--- src/rtl/sensor_spi_responder_pkg.sv ---
// Shared constants, state encoding and sample-generator helper for the
// serial sensor responder.
package sensor_pkg;

    typedef logic [1:0] state_t;

    localparam state_t IDLE  = 2'd0;
    localparam state_t SHIFT = 2'd1;
    localparam state_t TAIL  = 2'd2;

    localparam logic [15:0] LFSR_TAPS    = 16'hB400;
    localparam logic [15:0] DEFAULT_SEED = 16'hACE1;

    // Minimum sclk high/low phase and cs setup, in clk_100M cycles.
    localparam int MIN_PHASE = 4;

    function automatic logic [15:0] lfsr16_next(input logic [15:0] s);
        return {s[14:0], ^(s & LFSR_TAPS)};
    endfunction

endpackage

--- src/rtl/sensor_spi_responder_if.sv ---
// Serial link between the acquisition master and the sensor responder.
interface sensor_spi_responder_if;
    logic cs;
    logic sclk;
    logic sen_rst;
    logic sdo;

    modport master (output cs, output sclk, output sen_rst, input sdo);
    modport slave  (input cs, input sclk, input sen_rst, output sdo);
endinterface

--- src/rtl/sensor_spi_responder_sync_edge_det.sv ---
// Two-flop synchronizer for an asynchronous pin, with rise/fall pulses
// derived from the synchronized value and its one-cycle-delayed copy.
module sync_edge_det #(
    parameter logic RST_VAL = 1'b0
) (
    input  logic clk_100M,
    input  logic reset,
    input  logic din,
    output logic level,
    output logic rise,
    output logic fall
);
    logic meta;
    logic sync_q;
    logic dly;

    always_ff @(posedge clk_100M or posedge reset) begin
        if (reset) begin
            meta   <= RST_VAL;
            sync_q <= RST_VAL;
            dly    <= RST_VAL;
        end else begin
            meta   <= din;
            sync_q <= meta;
            dly    <= sync_q;
        end
    end

    assign level = sync_q;
    assign rise  = sync_q & ~dly;
    assign fall  = ~sync_q & dly;
endmodule

--- src/rtl/sensor_spi_responder.sv ---
// Serial sensor model: shifts a DATA_W-bit sample out MSB first while the
// master toggles sclk under cs, then advances the sample for the next frame.
//
// state | meaning
// IDLE  | cs high, sdo held low, waiting for cs fall
// SHIFT | frame in progress, bits driven on sclk fall, counted on sclk rise
// TAIL  | all DATA_W bits counted, extra rises flag overrun, cs rise completes
module sensor_spi_responder
    import sensor_pkg::*;
#(
    parameter int DATA_W       = 16,
    parameter int PATTERN_MODE = 0,
    parameter logic [DATA_W-1:0] SEED = DATA_W'(DEFAULT_SEED)
) (
    input  logic                   clk_100M,
    input  logic                   reset,
    sensor_spi_responder_if.slave  spi,
    output logic                   frame_done,
    output logic                   frame_abort,
    output logic                   overrun,
    output logic                   busy,
    output logic [15:0]            frame_cnt
);
    localparam int CNT_W = $clog2(DATA_W + 1);

    logic cs_lvl, cs_rise, cs_fall;
    logic sclk_lvl, sclk_rise, sclk_fall;
    logic sen_lvl, sen_rise, sen_fall;

    state_t            state;
    logic [DATA_W-1:0] sample;
    logic [DATA_W-1:0] sample_next;
    logic [DATA_W-1:0] shreg;
    logic [CNT_W-1:0]  bit_cnt;

    // cs idles high, so its synchronizer resets high to avoid a false fall.
    sync_edge_det #(.RST_VAL(1'b1)) u_cs_sync (
        .clk_100M(clk_100M), .reset(reset), .din(spi.cs),
        .level(cs_lvl), .rise(cs_rise), .fall(cs_fall)
    );

    sync_edge_det #(.RST_VAL(1'b0)) u_sclk_sync (
        .clk_100M(clk_100M), .reset(reset), .din(spi.sclk),
        .level(sclk_lvl), .rise(sclk_rise), .fall(sclk_fall)
    );

    sync_edge_det #(.RST_VAL(1'b0)) u_sen_sync (
        .clk_100M(clk_100M), .reset(reset), .din(spi.sen_rst),
        .level(sen_lvl), .rise(sen_rise), .fall(sen_fall)
    );

    logic unused_sync;
    assign unused_sync = ^{cs_lvl, sclk_lvl, sen_rise, sen_fall};

    generate
        if (PATTERN_MODE == 1) begin : g_lfsr
            assign sample_next = lfsr16_next(sample[15:0]);
        end else begin : g_count
            assign sample_next = sample + DATA_W'(1);
        end
    endgenerate

    always_ff @(posedge clk_100M or posedge reset) begin
        if (reset) begin
            state       <= IDLE;
            sample      <= SEED;
            shreg       <= '0;
            bit_cnt     <= '0;
            spi.sdo     <= 1'b0;
            frame_done  <= 1'b0;
            frame_abort <= 1'b0;
            overrun     <= 1'b0;
            busy        <= 1'b0;
            frame_cnt   <= '0;
        end else begin
            frame_done  <= 1'b0;
            frame_abort <= 1'b0;
            if (sen_lvl) begin
                state     <= IDLE;
                sample    <= SEED;
                shreg     <= '0;
                bit_cnt   <= '0;
                spi.sdo   <= 1'b0;
                busy      <= 1'b0;
                frame_cnt <= '0;
            end else begin
                case (state)
                    IDLE: begin
                        spi.sdo <= 1'b0;
                        if (cs_fall) begin
                            shreg   <= sample;
                            spi.sdo <= sample[DATA_W-1];
                            bit_cnt <= '0;
                            overrun <= 1'b0;
                            busy    <= 1'b1;
                            state   <= SHIFT;
                        end
                    end
                    SHIFT: begin
                        // cs rise is checked first so a coincident sclk edge is dropped.
                        if (cs_rise) begin
                            frame_abort <= 1'b1;
                            spi.sdo     <= 1'b0;
                            busy        <= 1'b0;
                            state       <= IDLE;
                        end else if (sclk_rise) begin
                            bit_cnt <= bit_cnt + CNT_W'(1);
                            if (bit_cnt == CNT_W'(DATA_W - 1)) begin
                                spi.sdo <= 1'b0;
                                state   <= TAIL;
                            end
                        end else if (sclk_fall && (bit_cnt < CNT_W'(DATA_W))) begin
                            shreg   <= {shreg[DATA_W-2:0], 1'b0};
                            spi.sdo <= shreg[DATA_W-2];
                        end
                    end
                    TAIL: begin
                        spi.sdo <= 1'b0;
                        if (cs_rise) begin
                            frame_done <= 1'b1;
                            frame_cnt  <= frame_cnt + 16'd1;
                            sample     <= sample_next;
                            busy       <= 1'b0;
                            state      <= IDLE;
                        end else if (sclk_rise) begin
                            overrun <= 1'b1;
                        end
                    end
                    default: state <= IDLE;
                endcase
            end
        end
    end
endmodule
--- src/flat_wrapper.sv ---
// flat-port wrapper written by rule: the top's interface ports become plain ports
module sensor_spi_responder_flat import sensor_pkg::*;
#(
    parameter int DATA_W       = 16,
    parameter int PATTERN_MODE = 0,
    parameter logic [DATA_W-1:0] SEED = DATA_W'(DEFAULT_SEED)
)
  (clk_100M, reset, frame_done, frame_abort, overrun, busy, frame_cnt, spi_cs, spi_sclk, spi_sen_rst, spi_sdo);
  sensor_spi_responder_if spi_i ();
  input  logic clk_100M;
  input  logic reset;
  output logic frame_done;
  output logic frame_abort;
  output logic overrun;
  output logic busy;
  output logic [15:0] frame_cnt;
  input wire logic [$bits(spi_i.cs)-1:0] spi_cs;
  input wire logic [$bits(spi_i.sclk)-1:0] spi_sclk;
  input wire logic [$bits(spi_i.sen_rst)-1:0] spi_sen_rst;
  output wire logic [$bits(spi_i.sdo)-1:0] spi_sdo;
  assign spi_i.cs = spi_cs;
  assign spi_i.sclk = spi_sclk;
  assign spi_i.sen_rst = spi_sen_rst;
  assign spi_sdo = spi_i.sdo;
  sensor_spi_responder #(.DATA_W(DATA_W), .PATTERN_MODE(PATTERN_MODE), .SEED(SEED)) u_core (.clk_100M(clk_100M), .reset(reset), .spi(spi_i), .frame_done(frame_done), .frame_abort(frame_abort), .overrun(overrun), .busy(busy), .frame_cnt(frame_cnt));
endmodule
--- config.mk ---
export PLATFORM = sky130hd
export DESIGN_NAME = sensor_spi_responder_flat
export DESIGN_NICKNAME = d
export VERILOG_FILES = /design/src/rtl/sensor_spi_responder_pkg.sv /design/src/rtl/sensor_spi_responder_if.sv /design/src/rtl/sensor_spi_responder_sync_edge_det.sv /design/src/rtl/sensor_spi_responder.sv /design/src/flat_wrapper.sv
export SDC_FILE = /design/constraint.sdc
export NUM_CORES = 1
export LEC_CHECK = 0
export CAP_MARGIN = 15
export CELL_PAD_IN_SITES_DETAIL_PLACEMENT = 0
export CELL_PAD_IN_SITES_GLOBAL_PLACEMENT = 1
export CORE_ASPECT_RATIO = 2
export CORE_MARGIN = 8
export CORE_UTILIZATION = 51
export CTS_BUF_LIST = sky130_fd_sc_hd__clkbuf_2 sky130_fd_sc_hd__clkbuf_4 sky130_fd_sc_hd__clkbuf_8
export DETAILED_ROUTE_END_ITERATION = 8
export GPL_ROUTABILITY_DRIVEN = 0
export GPL_TIMING_DRIVEN = 0
export MAX_ROUTING_LAYER = met4
export PLACE_DENSITY = 0.84
export REMOVE_ABC_BUFFERS = 1
export SLEW_MARGIN = 20
export SYNTH_ARGS = -nofsm -noshare
export SYNTH_HDL_FRONTEND = slang
export SYNTH_HIERARCHICAL = 1
export SYNTH_SLANG_ARGS = --single-unit
--- constraint.sdc ---
create_clock -name clk_100M -period 5.5 [get_ports clk_100M]
set_input_delay 1.1 -clock clk_100M [delete_from_list [all_inputs] [get_ports clk_100M]]
set_output_delay 1.1 -clock clk_100M [all_outputs]
set_load 0.005 [all_outputs]
==> results.yml, run 1 <==
outcome:
  outcome: "completed"
die:
  rows: 42
  start_util: 0.515
  die-area_mm2: 0.00959
  die_x_um: 73.3
  coreArea_mm2: 0.00652
  io_pins: 26
  die_y_um: 131
yosys:
  netlist_area_mm2: 0.00335
  syn_inst: 334
  syn_avg_cell_area_um2: 10.0
  ys_warn_count: 6
cts:
  htreeDepth: 3
  clock_latency_ns: 0.36
  cts-root-buf: "clkbuf_8"
  postCtsHoldBufs: 0
  clk_pin_slew_ns: 0.07
  ctsLongestPathBuffers: 2
  clock_sinks: 67
  cts_resized: 0
  cts_made_buffers: 9
  cts_setup_buffers: 0
  tritoncts: "yes"
timing:
  finalHoldViolations: 0
  rsz0062_at_grt: "no"
  hold_ws_ns: 0.349
  fin_setup_tns_ns: 0
  worst_clock_skew_ns: 0.00796
  final_max_slew_viol_count: 0
  fin_crit_sh: 0.473
  clock.fmax_ghz: 0.384
  slew_headroom: 0.498
  tightest_slew_ns: 0.750
  setup_viol_count_final: 0
  layout_setup_ws_ns: 2.90
  finalCriticalPeriod_ns: 2.60
placed_design:
  dp_slack_ns: 2.95
  hpwl_um: 4530
  port_buffers: 25
global_routing:
  grt_pass1_wl_um: 11900
  grt_max_degree: 51
  grt.overflow.total: 0
  track_usage: 0.164
  grt_antenna_before_repair: 0
  first_global_vias: 2595
routing:
  detail_route.wl_per_cell_um: 14.9
  num_vias: 2474
  post_drt_via_cell_ratio: 5.50
  antenna_left: 0
  drc: 0
  wl_um: 6680
  first_pass_iters: 4
  drt_iter0_drc: 178
critical_path:
  cp-start-kind: "flop"
  crit_type: "reg -> reg"
  crit_fanout: 18
  cp.arrival_ns: 2.88
  required_ns: 5.78
  endpoint_kind: "flop"
final_layout:
  syn2layout_area_growth_pct: 18.6
  nets: 369
  antenna_cells: 0
  drive_gt1_frac: 0.113
pwr:
  finalPower_mw: 1.25
  power.density_mw_per_mm2: 313
  vdd_drop_max_v: 0.000189
  p_leak_nw: 1.59
worst_hold_path:
  hp-class: "reg -> reg"
flow_run:
  max_cap_viol_count: 0
final cells by class:
cell class                 instances  area, um2
tap                               88        110
fill                             574       2540
clock inverter                     7        164
clock buffer                       9        124
inverter                          19       73.8
multi-input combinational        232       1500
sequential                        67       1690
timing repair buffer              28        313
routing by layer:
metal / GRT usage / vias up / wire, um
met4: 0.0795 / 0 / 150
met3: 0.0405 / 14 / 234
met5: - / - / 0
li1: - / 1219 / -
met1: 0.188 / 1205 / 2970
met2: 0.261 / 36 / 3320
sequential cells by signal (all words and copies together), names as in the netlist, 2 cells and up:
| signal | flops |
|---|---|
| u_core/frame_cnt | 16 |
| u_core/sample | 16 |
| u_core/shreg | 15 |
| u_core/bit_cnt | 5 |
| u_core/state | 2 |
worst paths after layout:
check / start / to / slack [ns] / cells after the start
min in group asynchronous: reset / u_core/u_sen_sync/meta / 1.03 / 2
max in group asynchronous: reset / u_core/sample[13] / 3.89 / 3
worst min-delay path: u_core/u_sclk_sync/meta / u_core/u_sclk_sync/level / 0.35 / 0
worst max register to register: u_core/u_cs_sync/level / u_core/frame_cnt[14] / 2.90 / 5
worst max-delay path: u_core/u_cs_sync/level / u_core/frame_cnt[14] / 2.90 / 5
worst min register to register: u_core/u_sclk_sync/meta / u_core/u_sclk_sync/level / 0.35 / 0
power breakdown:
| part | total (mW) | internal, mW | leakage (nW) | switching [mW] |
|---|---|---|---|---|
| registers | 0.530 | 0.515 | 0.874 | 0.0150 |
| logic | 0.128 | 0.0548 | 0.568 | 0.0731 |
| clock network | 0.587 | 0.393 | 0.143 | 0.195 |
placed cells by master (no fill, tap or decap), types with 3 or more instances in the layout:
cell             instances
dfstp_2                 11
or3_1                    3
nand2b_1                12
nand4_1                  6
nor3_1                  10
nand3b_1                 4
dfrtp_1                 55
ha_1                     6
a211oi_1                15
mux2i_1                 14
nor2_1                  42
a21oi_1                 20
clkdlybuf4s50_1         25
o21ai_0                  6
nor2b_1                  4
clkbuf_8                 9
xnor2_1                 14
inv_1                   18
nand3_1                 12
bufinv_16                5
nor4_1                   7
xor2_1                   7
nand2_1                 16
through the flow:
step / cells / util / instance area (um2)
final: 450 / 0.611 / 3980
after CTS: 450 / 0.611 / 3980
after detailed placement: 434 / 0.567 / 3690
after global routing: 450 / 0.611 / 3980
after floorplan: 318 / - / 3260
after global placement: 431 / 0.555 / 3620
critical path, cell delays in order, from the launching register on:
cell     delay [ns]
dfstp_2        0.54
nor2b_2        0.62
nand3_1        0.34
or3_4          0.45
or4_1          0.42
a21oi_1        0.16
No activity file was read; power rests on OpenSTA's default activity.
==> run 2: changes to the inputs <==
- CORE_UTILIZATION: 51 -> 48
- PLACE_DENSITY: 0.84 -> 0.8
- clock period: 5.5 -> 2.4 ns (I/O delays scaled with it)
==> run 2 against run 1 <==
Against the previous run:
- power up 100%
- sequential power up 130%
- flip-flop and latch count unchanged
- non-clock buffer count up 3
- cell count up 1.1%
- core utilization down 3.2 points
- die area up 5.2%
- global-route usage down 1.1 points
- first-iteration DRC count down 17%
- critical endpoint unchanged
- via count up 0.12%
==> results.yml, run 2 (synthesis gave the netlist of run 1 again) <==
cts:
  clock_sinks: 67
  clk_pin_slew_ns: 0.07
  tritoncts: "yes"
  htreeDepth: 3
  postCtsHoldBufs: 0
  clock_latency_ns: 0.34
  ctsLongestPathBuffers: 2
  cts_made_buffers: 9
  cts-root-buf: "clkbuf_8"
routing:
  post_drt_via_cell_ratio: 5.44
  antenna_left: 0
  wl_um: 6760
  drc: 0
  num_vias: 2477
  detail_route.wl_per_cell_um: 14.9
  first_pass_iters: 4
  drt_iter0_drc: 148
pwr:
  finalPower_mw: 2.55
  vdd_drop_max_v: 0.000749
  p_leak_nw: 1.58
  power.density_mw_per_mm2: 644
critical_path:
  cp-start-kind: "flop"
  crit_chain: "nor2b_4 -> nand3_2 -> or3_4 -> or4_1 -> a21oi_1"
  endpoint_kind: "flop"
  crit_slowest_cell: "dfstp_2"
  crit_fanout: 16
  required_ns: 2.66
  crit_type: "reg -> reg"
  critPathMaxStageDelay_ns: 0.55
  cp.arrival_ns: 2.47
global_routing:
  track_usage: 0.153
  grt_max_degree: 52
  grt_pass1_wl_um: 11700
  grt.overflow.total: 0
  first_global_vias: 2520
  grt_antenna_before_repair: 0
final_layout:
  fin_util: 0.579
  fill_cells: 639
  stdcell_area_mm2: 0.00396
  final_common_cell: "dfrtp_1"
  final_cell_mix: "55 x dfrtp_1, 42 x nor2_1, 25 x clkdlybuf4s50_1, 20 x a21oi_1, 18 x inv_1"
  drive_gt1_frac: 0.126
  antenna_cells: 0
  nets: 372
  top_regs: "u_core/frame_cnt (16), u_core/sample (16), u_core/shreg (15)"
  syn2layout_area_growth_pct: 18.0
placed_design:
  dp_slack_ns: -0.624
  hpwl_um: 4600
  place_area_mm2: 0.00369
  port_buffers: 25
timing:
  clock.fmax_ghz: 0.453
  slew_headroom: 0.596
  finalCriticalPeriod_ns: 2.21
  layout_setup_ws_ns: 0.195
  fin_crit_sh: 0.919
  tightest_slew_ns: 0.601
  rsz0062_at_grt: "no"
  finalHoldViolations: 0
  setup_viol_count_final: 0
  final_max_slew_viol_count: 0
  worst_clock_skew_ns: 0.0111
die:
  die_x_um: 75.1
  die-area_mm2: 0.0101
  coreArea_mm2: 0.00683
  die_y_um: 134
  io_pins: 26
  start_util: 0.491
  rows: 43
worst_hold_path:
  hp-class: "reg -> reg"
outcome:
  outcome: "completed"
flow_run:
  max_cap_viol_count: 0
==> run 2: cell types whose count changed in the layout (fill, tap and decap cells not counted), sizes merged <==
cell,before,now
bufinv,5,2
buf,3,6
clkbuf,9,11
clkinv,2,3
==> run 2: through the flow <==
stage / TNS [ns] / hold WS (ns) / cells
after floorplan: -7.26 / 0.221 / 318
after global placement: -62.22 / 0.337 / 433
after detailed placement: -6.30 / 0.336 / 436
after CTS: 0 / 0.358 / 452
after global routing: 0 / 0.364 / 455
final: 0 / 0.357 / 455
==> run 2: critical path: cells and delay by family, from the launching register on <==
kind,cells,cell delay (ns)
AND/OR/NAND/NOR,4,1.42
flip-flops,1,0.55
AO/OA/AOI/OAI,1,0.15
==> run 2: routing by layer <==
| metal | wire length, um | up-vias | global-route usage |
|---|---|---|---|
| met2 | 3470 | 39 | 0.240 |
| li1 | - | 1226 | - |
| met3 | 233 | 6 | 0.0314 |
| met5 | 0 | - | - |
| met4 | 113 | 0 | 0.0725 |
| met1 | 2950 | 1206 | 0.179 |
==> run 2: cell type report <==
type,instances,area [um2],share of cell area
sequential,67,1690,0.427
inverter,19,73.8,0.0187
multi-input combinational,232,1530,0.386
timing repair buffer,31,335,0.0847
clock inverter,5,78.8,0.0199
tap,90,113,0.0285
clock buffer,11,139,0.0351
==> run 2: repair_timing <==
action | in CTS | in global routing
endpoints found under the setup margin | 30 | 9
resized for setup | 4 | 1
gates cloned | 0 | 0
setup buffers | 0 | 3
pin swaps | 0 | 1
==> run 2: final timing paths <==
check,to,depth (start not counted),startpoint,slack [ns]
max in group asynchronous,u_core/sample[5],3,reset,1.42
worst max register to register,u_core/frame_cnt[14],5,u_core/u_cs_sync/level,0.19
worst max-delay path,u_core/frame_cnt[14],5,u_core/u_cs_sync/level,0.19
worst min register to register,u_core/u_cs_sync/level,0,u_core/u_cs_sync/meta,0.36
worst min-delay path,u_core/u_cs_sync/level,0,u_core/u_cs_sync/meta,0.36
min in group asynchronous,u_core/u_sen_sync/level,2,reset,0.42
==> run 2: power by group <==
part	total (mW)	leakage (nW)	internal [mW]	switching, mW
clock network	1.02	0.114	0.607	0.418
logic	0.305	0.588	0.134	0.171
registers	1.22	0.874	1.18	0.0361
total	2.55	1.58	1.92	0.625
==> run 3: changes to the inputs <==
- clock period: 2.4 -> 2.1 ns (I/O delays scaled with it)
==> run 3 against run 2 <==
Against the previous run:
- critical path depth up 1
- core utilization up 1.3 points
- global-route usage increased by 0.59 points
- hold slack worse by 0.0016 ns
- sequential share of layout area shrank 0.93 points
- die area did not move
- via count up 1.9%
- clock-buffer cell count unchanged
- critical path type unchanged
==> results.yml, run 3 (synthesis gave the netlist of run 1 again) <==
final_layout:
  nets: 377
  multi_input_area_mm2: 0.00156
  stdcell_area_mm2: 0.00405
  layout.cells.non_filler: 460
  seq_area_mm2: 0.00169
  fin_util: 0.592
  fill_cells: 623
  drive_gt1_frac: 0.154
  top_regs: "u_core/frame_cnt (16), u_core/sample (16), u_core/shreg (15)"
  syn2layout_area_growth_pct: 20.6
  final_cell_mix: "55 x dfrtp_1, 42 x nor2_1, 25 x clkdlybuf4s50_1, 20 x a21oi_1, 18 x inv_1"
  final_common_cell: "dfrtp_1"
  antenna_cells: 0
placed_design:
  dp_cells: 436
  hpwl_um: 4600
  dp_slack_ns: -0.924
  port_buffers: 25
  place_area_mm2: 0.00369
cts:
  tritoncts: "yes"
  clock_latency_ns: 0.35
  ctsLongestPathBuffers: 2
  cts-root-buf: "clkbuf_8"
  htreeDepth: 3
  postCtsHoldBufs: 0
  clk_pin_slew_ns: 0.07
  clock_sinks: 67
  cts_made_buffers: 9
worst_hold_path:
  hp-class: "in -> async"
critical_path:
  endpoint_kind: "flop"
  path_buf_inv: 1
  required_ns: 2.36
  cp_top_family: "simple AND/OR/NAND/NOR gates"
  critPathMaxStageDelay_ns: 0.44
  crit_type: "reg -> reg"
  r2r-end: "u_core/frame_cnt[14]"
  endpoint: "u_core/frame_cnt[14]"
  cp.arrival_ns: 2.32
  crit_fanout: 13
  reg2reg_depth: 6
  timing.reg2reg.setup_slack_ns: 0.04
  crit_start: "u_core/state[0]"
  reg2reg_from: "u_core/state[0]"
  cp-start-kind: "flop"
  crit_slowest_cell: "dfrtp_1"
  crit_chain: "inv_1 -> ha_4 -> nand3_2 -> or3_4 -> or4_1 -> a21oi_1"
  path_depth: 6
routing:
  drc: 0
  drt_iter0_drc: 178
  post_drt_via_cell_ratio: 5.49
  num_vias: 2524
  detail_route.wl_per_cell_um: 15.4
  first_pass_iters: 4
  wl_um: 7080
  antenna_left: 0
global_routing:
  first_global_vias: 2539
  track_usage: 0.159
  grt-busiest-layer: "met2"
  grt_antenna_before_repair: 0
  grt_max_degree: 52
  grt.overflow.total: 0
  grtUsageMet3: 0.0314
  grtUsageMet2: 0.246
  grtUsageMet1: 0.191
  grt_pass1_wl_um: 12100
timing:
  tightest_slew_ns: 0.553
  layout_setup_ws_ns: 0.0447
  slew_headroom: 0.630
  final_max_slew_viol_count: 0
  worst_clock_skew_ns: 0.0117
  fin_crit_sh: 0.979
  rsz0062_at_grt: "yes"
  setup_viol_count_final: 0
  clock.fmax_ghz: 0.487
  finalCriticalPeriod_ns: 2.06
  fin_setup_tns_ns: 0
  finalHoldViolations: 0
die:
  rows: 43
  die_y_um: 134
  die-area_mm2: 0.0101
  coreArea_mm2: 0.00683
  die_x_um: 75.1
  start_util: 0.491
  io_pins: 26
pwr:
  power.density_mw_per_mm2: 729
  p_leak_nw: 1.62
  vdd_drop_max_v: 0.000844
flow_run:
  max_cap_viol_count: 0
outcome:
  outcome: "completed"
-- run 3: cell count changes in the layout (fill, tap and decap cells not counted), sizes merged --
cell    previous run  this run
buf                6        10
clkbuf            11        12
-- run 3: metal layers --
metal  up-vias  routed length [um]
li1       1232                   -
met1      1262                3120
met2        20                3660
met3        10                 164
met4         0                 131
met5         -                   0
-- run 3: worst min-delay path by stage --
stage                                  startpoint                        to  slack, ns  cells past startpoint
after floorplan                             reset   u_core/u_sen_sync/level       0.16                      1
after global placement    u_core/u_sclk_sync/meta  u_core/u_sclk_sync/level       0.34                      0
after detailed placement   u_core/u_sen_sync/meta   u_core/u_sen_sync/level       0.34                      0
after CTS                                   reset    u_core/u_sen_sync/meta       0.34                      2
after global routing      u_core/u_sclk_sync/meta  u_core/u_sclk_sync/level       0.36                      0
final                                       reset   u_core/u_sen_sync/level       0.36                      2
-- run 3: layout make-up --
type,count,share of cell area
clock inverter,5,0.0195
clock buffer,11,0.0343
inverter,19,0.0182
multi-input combinational,232,0.386
timing repair buffer,36,0.0956
sequential,67,0.418
tap,90,0.0278
-- run 3: what timing repair did --
item	in CTS	in global routing
endpoints found under the hold margin	0	0
cloned	1	0
gates resized for setup	9	5
setup buffers	7	1
endpoints found under the setup margin	55	20
pin swaps	3	1
-- run 3: power breakdown --
part           internal (mW)  switching (mW)  total (mW)  leakage, nW
Combinational          0.175           0.208       0.382        0.627
Sequential              1.35          0.0423        1.39        0.874
Clock                  0.693           0.482        1.18        0.114
Total                   2.22           0.732        2.95         1.62
-- run 3: per-stage QoR --
stage / hold slack (ns) / power (mW)
after global routing: 0.364 / 3.08
after global placement: 0.337 / 1.72
after detailed placement: 0.336 / 1.75
final: 0.355 / 2.95
after floorplan: 0.161 / 1.63
after CTS: 0.344 / 3.00
-- run 3: worst register-to-register path: stages (launching register included) --
cell     delay [ns]
dfrtp_1        0.44
inv_1          0.15
ha_4           0.25
nand3_2        0.18
or3_4          0.40
or4_1          0.42
a21oi_1        0.15
==> edit 1, RTL diff (config.mk and constraints of run 3) <==
`DATA_W` is set to 16 in 2 places; all go to 32.
--- a/src/rtl/sensor_spi_responder.sv
+++ b/src/rtl/sensor_spi_responder.sv
@@ -8,7 +8,7 @@
 module sensor_spi_responder
     import sensor_pkg::*;
 #(
-    parameter int DATA_W       = 16,
+    parameter int DATA_W       = 32,
     parameter int PATTERN_MODE = 0,
     parameter logic [DATA_W-1:0] SEED = DATA_W'(DEFAULT_SEED)
 ) (
--- a/src/flat_wrapper.sv
+++ b/src/flat_wrapper.sv
@@ -1,7 +1,7 @@
 // flat-port wrapper written by rule: the top's interface ports become plain ports
 module sensor_spi_responder_flat import sensor_pkg::*;
 #(
-    parameter int DATA_W       = 16,
+    parameter int DATA_W       = 32,
     parameter int PATTERN_MODE = 0,
     parameter logic [DATA_W-1:0] SEED = DATA_W'(DEFAULT_SEED)
 )
Formal check against the unedited RTL: not equivalent (a bounded check fails within 4 cycles, from zero or initial values and one cycle with reset high).
==> edit 1 against run 3 <==
- the flow now finishes with violations (setup timing)
- cell area rose by 45%
- area after synthesis rose by 47%
- power rose by 68%
- global-route usage rose by 0.76 points
- synthesized cell count rose by 49%
- worst setup slack got worse by 55 ps
- hold slack improved by 4.1 ps
- routed wire length rose by 55%
- sequential cell count rose by 33
- critical path type unchanged
==> edit 1: results (changes against run 3) <==
| Metric | Value |
|---|---|
| Setup violators final | 1 (was 0) |
| Clock transition at the registers of the reported paths | 90 ps (was 70 ps) |
| Routed len/inst | 16.5 µm (was 15.4 µm) |
| Post-route ant nets | 0 (unchanged) |
| GR Util met3 | 2.64% (was 3.14%) |
| Total track usage | 16.6% (was 15.9%) |
| TritonRoute pass-1 iters | 5 (was 4) |
| Top sig layer | met4 (unchanged) |
| First-pass GRT wire length | 18000 µm (was 12100 µm) |
| Final WL | 11000 µm (was 7080 µm) |
| Final Power | 0.00496 W (was 0.00295 W) |
| Filler cell count | 864 (was 623) |
| Post-cts sizing count | 14 (was 9) |
| DR iter-0 viols | 188 (was 178) |
| Met1 usage | 17.4% (was 19.1%) |
| PnR worst setup slack | -10.2 ps (was 44.7 ps) |
| Fin Clk Skew | 8.51 ps (was 11.7 ps) |
| Critical path arrival | 2360 ps (was 2320 ps) |
| Failing checks | setup timing |
| Vias in the first global route | 3812 (was 2539) |
| Post-DP Area | 5390 µm² (was 3690 µm²) |
| Met3 WL | 280 µm (was 164 µm) |
| Post-DP HPWL | 7120 µm (was 4600 µm) |
| Syn Inst Count | 496 (was 334) |
| Nets | 536 (was 377) |
| Critical Path Fanout Max | 5 (was 13) |
| Metal-1 WL | 4360 µm (was 3120 µm) |
| GR met2 Demand/Resource | 29.2% (was 24.6%) |
| Relative slew slack | 69.9% (was 63.0%) |
| Pre-CTS WS | -758 ps (was -924 ps) |
| Largest net degree at the start of global routing | 81 (was 52) |
| Status | complete, but fails checks (was finished, final reports clean) |
| Combinational Power Share | 26.6% (was 13.0%) |
| Sum Neg Setup Slack | -10.2 ps (was 0 ps) |
| Met2 routed WL | 6080 µm (was 3660 µm) |
| Peak VDD IR | 376 µV (was 844 µV) |
| Highest cell delay on the worst timing path | 550 ps (was 440 ps) |
| Inst Count DP | 632 (was 436) |
| Drt via density | 5.52 (was 5.49) |
| Largest regs | u_core/sample (32), u_core/shreg (31), u_core/frame_cnt (16) (was u_core/frame_cnt (16), u_core/sample (16), u_core/shreg (15)) |
| Lkg Pwr | 2.46 nW (was 1.62 nW) |
| Seq. pwr | 0.00218 W (was 0.00139 W) |
| Setup bufs post-CTS | 9 (was 7) |
| Int Pwr | 0.00350 W (was 0.00222 W) |
[edit 1: cell type report]
class / instances / area share, %
clock buffers: 10 / 2.35
clock inverters: 5 / 1.71
inverters: 15 / 1.05
multi-input cells: 352 / 39.9
flip-flops and latches: 100 / 43.0
well taps: 135 / 2.88
repair buffers: 47 / 9.15
[edit 1: final timing paths]
kind,startpoint,to,slack [ps],cells after the start
setup / recovery,u_core/u_cs_sync/level,u_core/sample[20],-10,7
max in group asynchronous,reset,u_core/sample[15],1050,3
setup reg to reg,u_core/u_cs_sync/level,u_core/sample[20],-10,7
min in group clk_100M,u_core/u_cs_sync/meta,u_core/u_cs_sync/level,370,0
hold / removal,reset,u_core/u_sen_sync/meta,360,2
hold reg to reg,u_core/u_cs_sync/meta,u_core/u_cs_sync/level,370,0
[edit 1: worst register-to-register path, cell delays in order (launching register included)]
cell     delay, ps
dfstp_2        550
nor2b_4        170
buf_12         120
nand4_1        130
or4_4          520
nor4_4         290
xnor2_1        160
nor2_1          50
==> edit 2, RTL diff (flow settings as in run 3) <==
Made on the original files. Reset style: synchronous (`reset`), changed in 2 clocked blocks. Comments in the files are not updated.
--- a/src/rtl/sensor_spi_responder_sync_edge_det.sv
+++ b/src/rtl/sensor_spi_responder_sync_edge_det.sv
@@ -14,7 +14,7 @@
     logic sync_q;
     logic dly;
 
-    always_ff @(posedge clk_100M or posedge reset) begin
+    always_ff @(posedge clk_100M) begin
         if (reset) begin
             meta   <= RST_VAL;
             sync_q <= RST_VAL;
--- a/src/rtl/sensor_spi_responder.sv
+++ b/src/rtl/sensor_spi_responder.sv
@@ -60,7 +60,7 @@
         end
     endgenerate
 
-    always_ff @(posedge clk_100M or posedge reset) begin
+    always_ff @(posedge clk_100M) begin
         if (reset) begin
             state       <= IDLE;
             sample      <= SEED;
Formal check against the unedited RTL: differs if reset is asserted again (counterexample within 4 cycles, from zero or initial values and one cycle with reset high); with reset held inactive, the same outputs for 10 cycles.
==> edit 2 against run 3 <==
- die area is 7.3% lower
- sequential cell count stayed put
- routed wire length increased by 1.8%
- clock skew decreased by 3.8 ps
- fmax is 3.6% higher
- worst setup slack improved by 71 ps
- critical path depth shrank 1
- global-route usage rose by 0.95 points
- area after synthesis is 8.7% lower
- cell area down 11%
- critical endpoint is now u_core/frame_cnt[11]
- count of clock-buffer cells in the layout unchanged
Power is not compared: it rests on default switching activity, and its combinational part moved more than twofold at a synthesized area within 25%.
==> edit 2: results (changes against run 3) <==
| Metric | Value |
|---|---|
| Clock transition at the registers of the reported paths | about 60 ps |
| Clock Latency Late Sink | 350 ps (about the same) |
| Critical path arrival | 2220 ps (was 2320 ps) |
| Hold Path End | u_core/u_cs_sync/level |
| Worst reg2reg endpoint | u_core/frame_cnt[11] (was u_core/frame_cnt[14]) |
| # port buffers | 25 (unchanged) |
| CTS buffer count | 9 (unchanged) |
| Nets | 374 (was 377) |
| Fin Clk Skew | 7.90 ps (was 11.7 ps) |
| Worst hold path class | flip-flop to flip-flop (was input port to asynchronous set/reset pin) |
| Final WL | 7210 µm (was 7080 µm) |
| Total track usage | 16.8% (was 15.9%) |
| R2R Setup Slk | 120 ps (was 40 ps) |
| Peak VDD IR | 471 µV |
| N_diodes | 0 (unchanged) |
| Post-DP HPWL | 4570 µm (was 4600 µm) |
| TritonRoute pass-1 iters | 4 (unchanged) |
| Relative slew slack | 46.9% (was 63.0%) |
| CTS Root Cell | clkbuf_8 (unchanged) |
| Status | finished, final reports clean (unchanged) |
| Reg2Reg Launch Point | u_core/u_cs_sync/level (was u_core/state[0]) |
| CTS HTree Levels | 3 (unchanged) |
| Power density cells | just under 700 nW/µm² |
| Critical Path Fanout Max | 17 (was 13) |
| Final Max Tran Viols | 0 (unchanged) |
| DR iter-0 viols | 104 (was 178) |
| Layout cells sized above 1 | 10.2% (was 15.4%) |
| GR Util met3 | 4.13% (was 3.14%) |
| Met1 usage | 16.2% (was 19.1%) |
| Largest net degree at the start of global routing | 23 (was 52) |
| Antenna violations before repair | 0 (unchanged) |
| Lkg Pwr | about 1.2 nW |
| Largest regs | u_core/frame_cnt (16), u_core/sample (16), u_core/shreg (15) (unchanged) |
| Vias in the first global route | 2433 (was 2539) |
| YS warnings | 6 (unchanged) |
| GR met2 Demand/Resource | 30.1% (was 24.6%) |
| Via Count | 2511 (was 2524) |
| First-pass GRT wire length | 11800 µm (was 12100 µm) |
| Clock buffer depth | 2 (unchanged) |
| Worst Hold Depth | 1 |
| Worst R2R Path Depth | 5 (was 6) |
| Hold_sp | u_core/u_cs_sync/meta |
## edit 2: layout make-up
class,instances,area [µm²]
Tap cell,86,108
Timing Repair Buffer,28,279
Inverter,7,26.3
Fill cell,610,2670
Clock inverter,3,15.0
Clock buffer,11,151
Sequential cell,67,1340
Multi-Input combinational cell,248,1670
## edit 2: worst max path at each step
stage	cells after the start	endpoint	slack [ps]	startpoint
2_1_floorplan	5	u_core/shreg[0]	-760	u_core/state[1]
3_3_place_gp	5	u_core/shreg[0]	-1820	u_core/state[1]
3_5_place_dp	4	u_core/shreg[0]	-700	reset
4_1_cts	6	u_core/bit_cnt[0]	60	u_core/state[1]
5_1_grt	5	u_core/frame_cnt[11]	20	u_core/u_cs_sync/level
6_report	5	u_core/frame_cnt[11]	120	u_core/u_cs_sync/level
## edit 2: timing repair
item                                    4_1_cts  5_1_grt
hold buffers                                  0        0
endpoints found under the setup margin       39        6
pin swaps                                     1        0
resized for setup                             8        3
cloned                                        2        0
buffers inserted                              3        0
## edit 2: critical path, stage by stage (launching register included)
cell     delay (ps)
dfxtp_1         350
nor2b_4         380
and3_1          240
nand3_1         170
or4_2           590
mux2i_1         130
## edit 2: power by group
part,switching (W),leakage [nW],internal (W)
Clock,0.000459,0.0908,0.000473
Combinational,0.0000992,0.582,0.0000659
Sequential,0.0000162,0.543,0.00130
## edit 2: metrics by stage
stage                     area [µm²]  TNS [ps]  setup WS [ps]  hold slack, ps  cells
after floorplan                 2950    -11250           -756             383    320
after global placement          3310    -41990          -1820             396    431
after detailed placement        3330    -16650           -704             408    431
after CTS                       3570         0           57.7             423    450
after global routing            3590         0           23.7             450    450
final                           3590         0            116             419    450
## edit 2: layer usage
metal,part of all wire (%),wire (µm)
met5,0,0
met4,2.9,207
met3,3.6,259
met2,54,3880
met1,40,2850
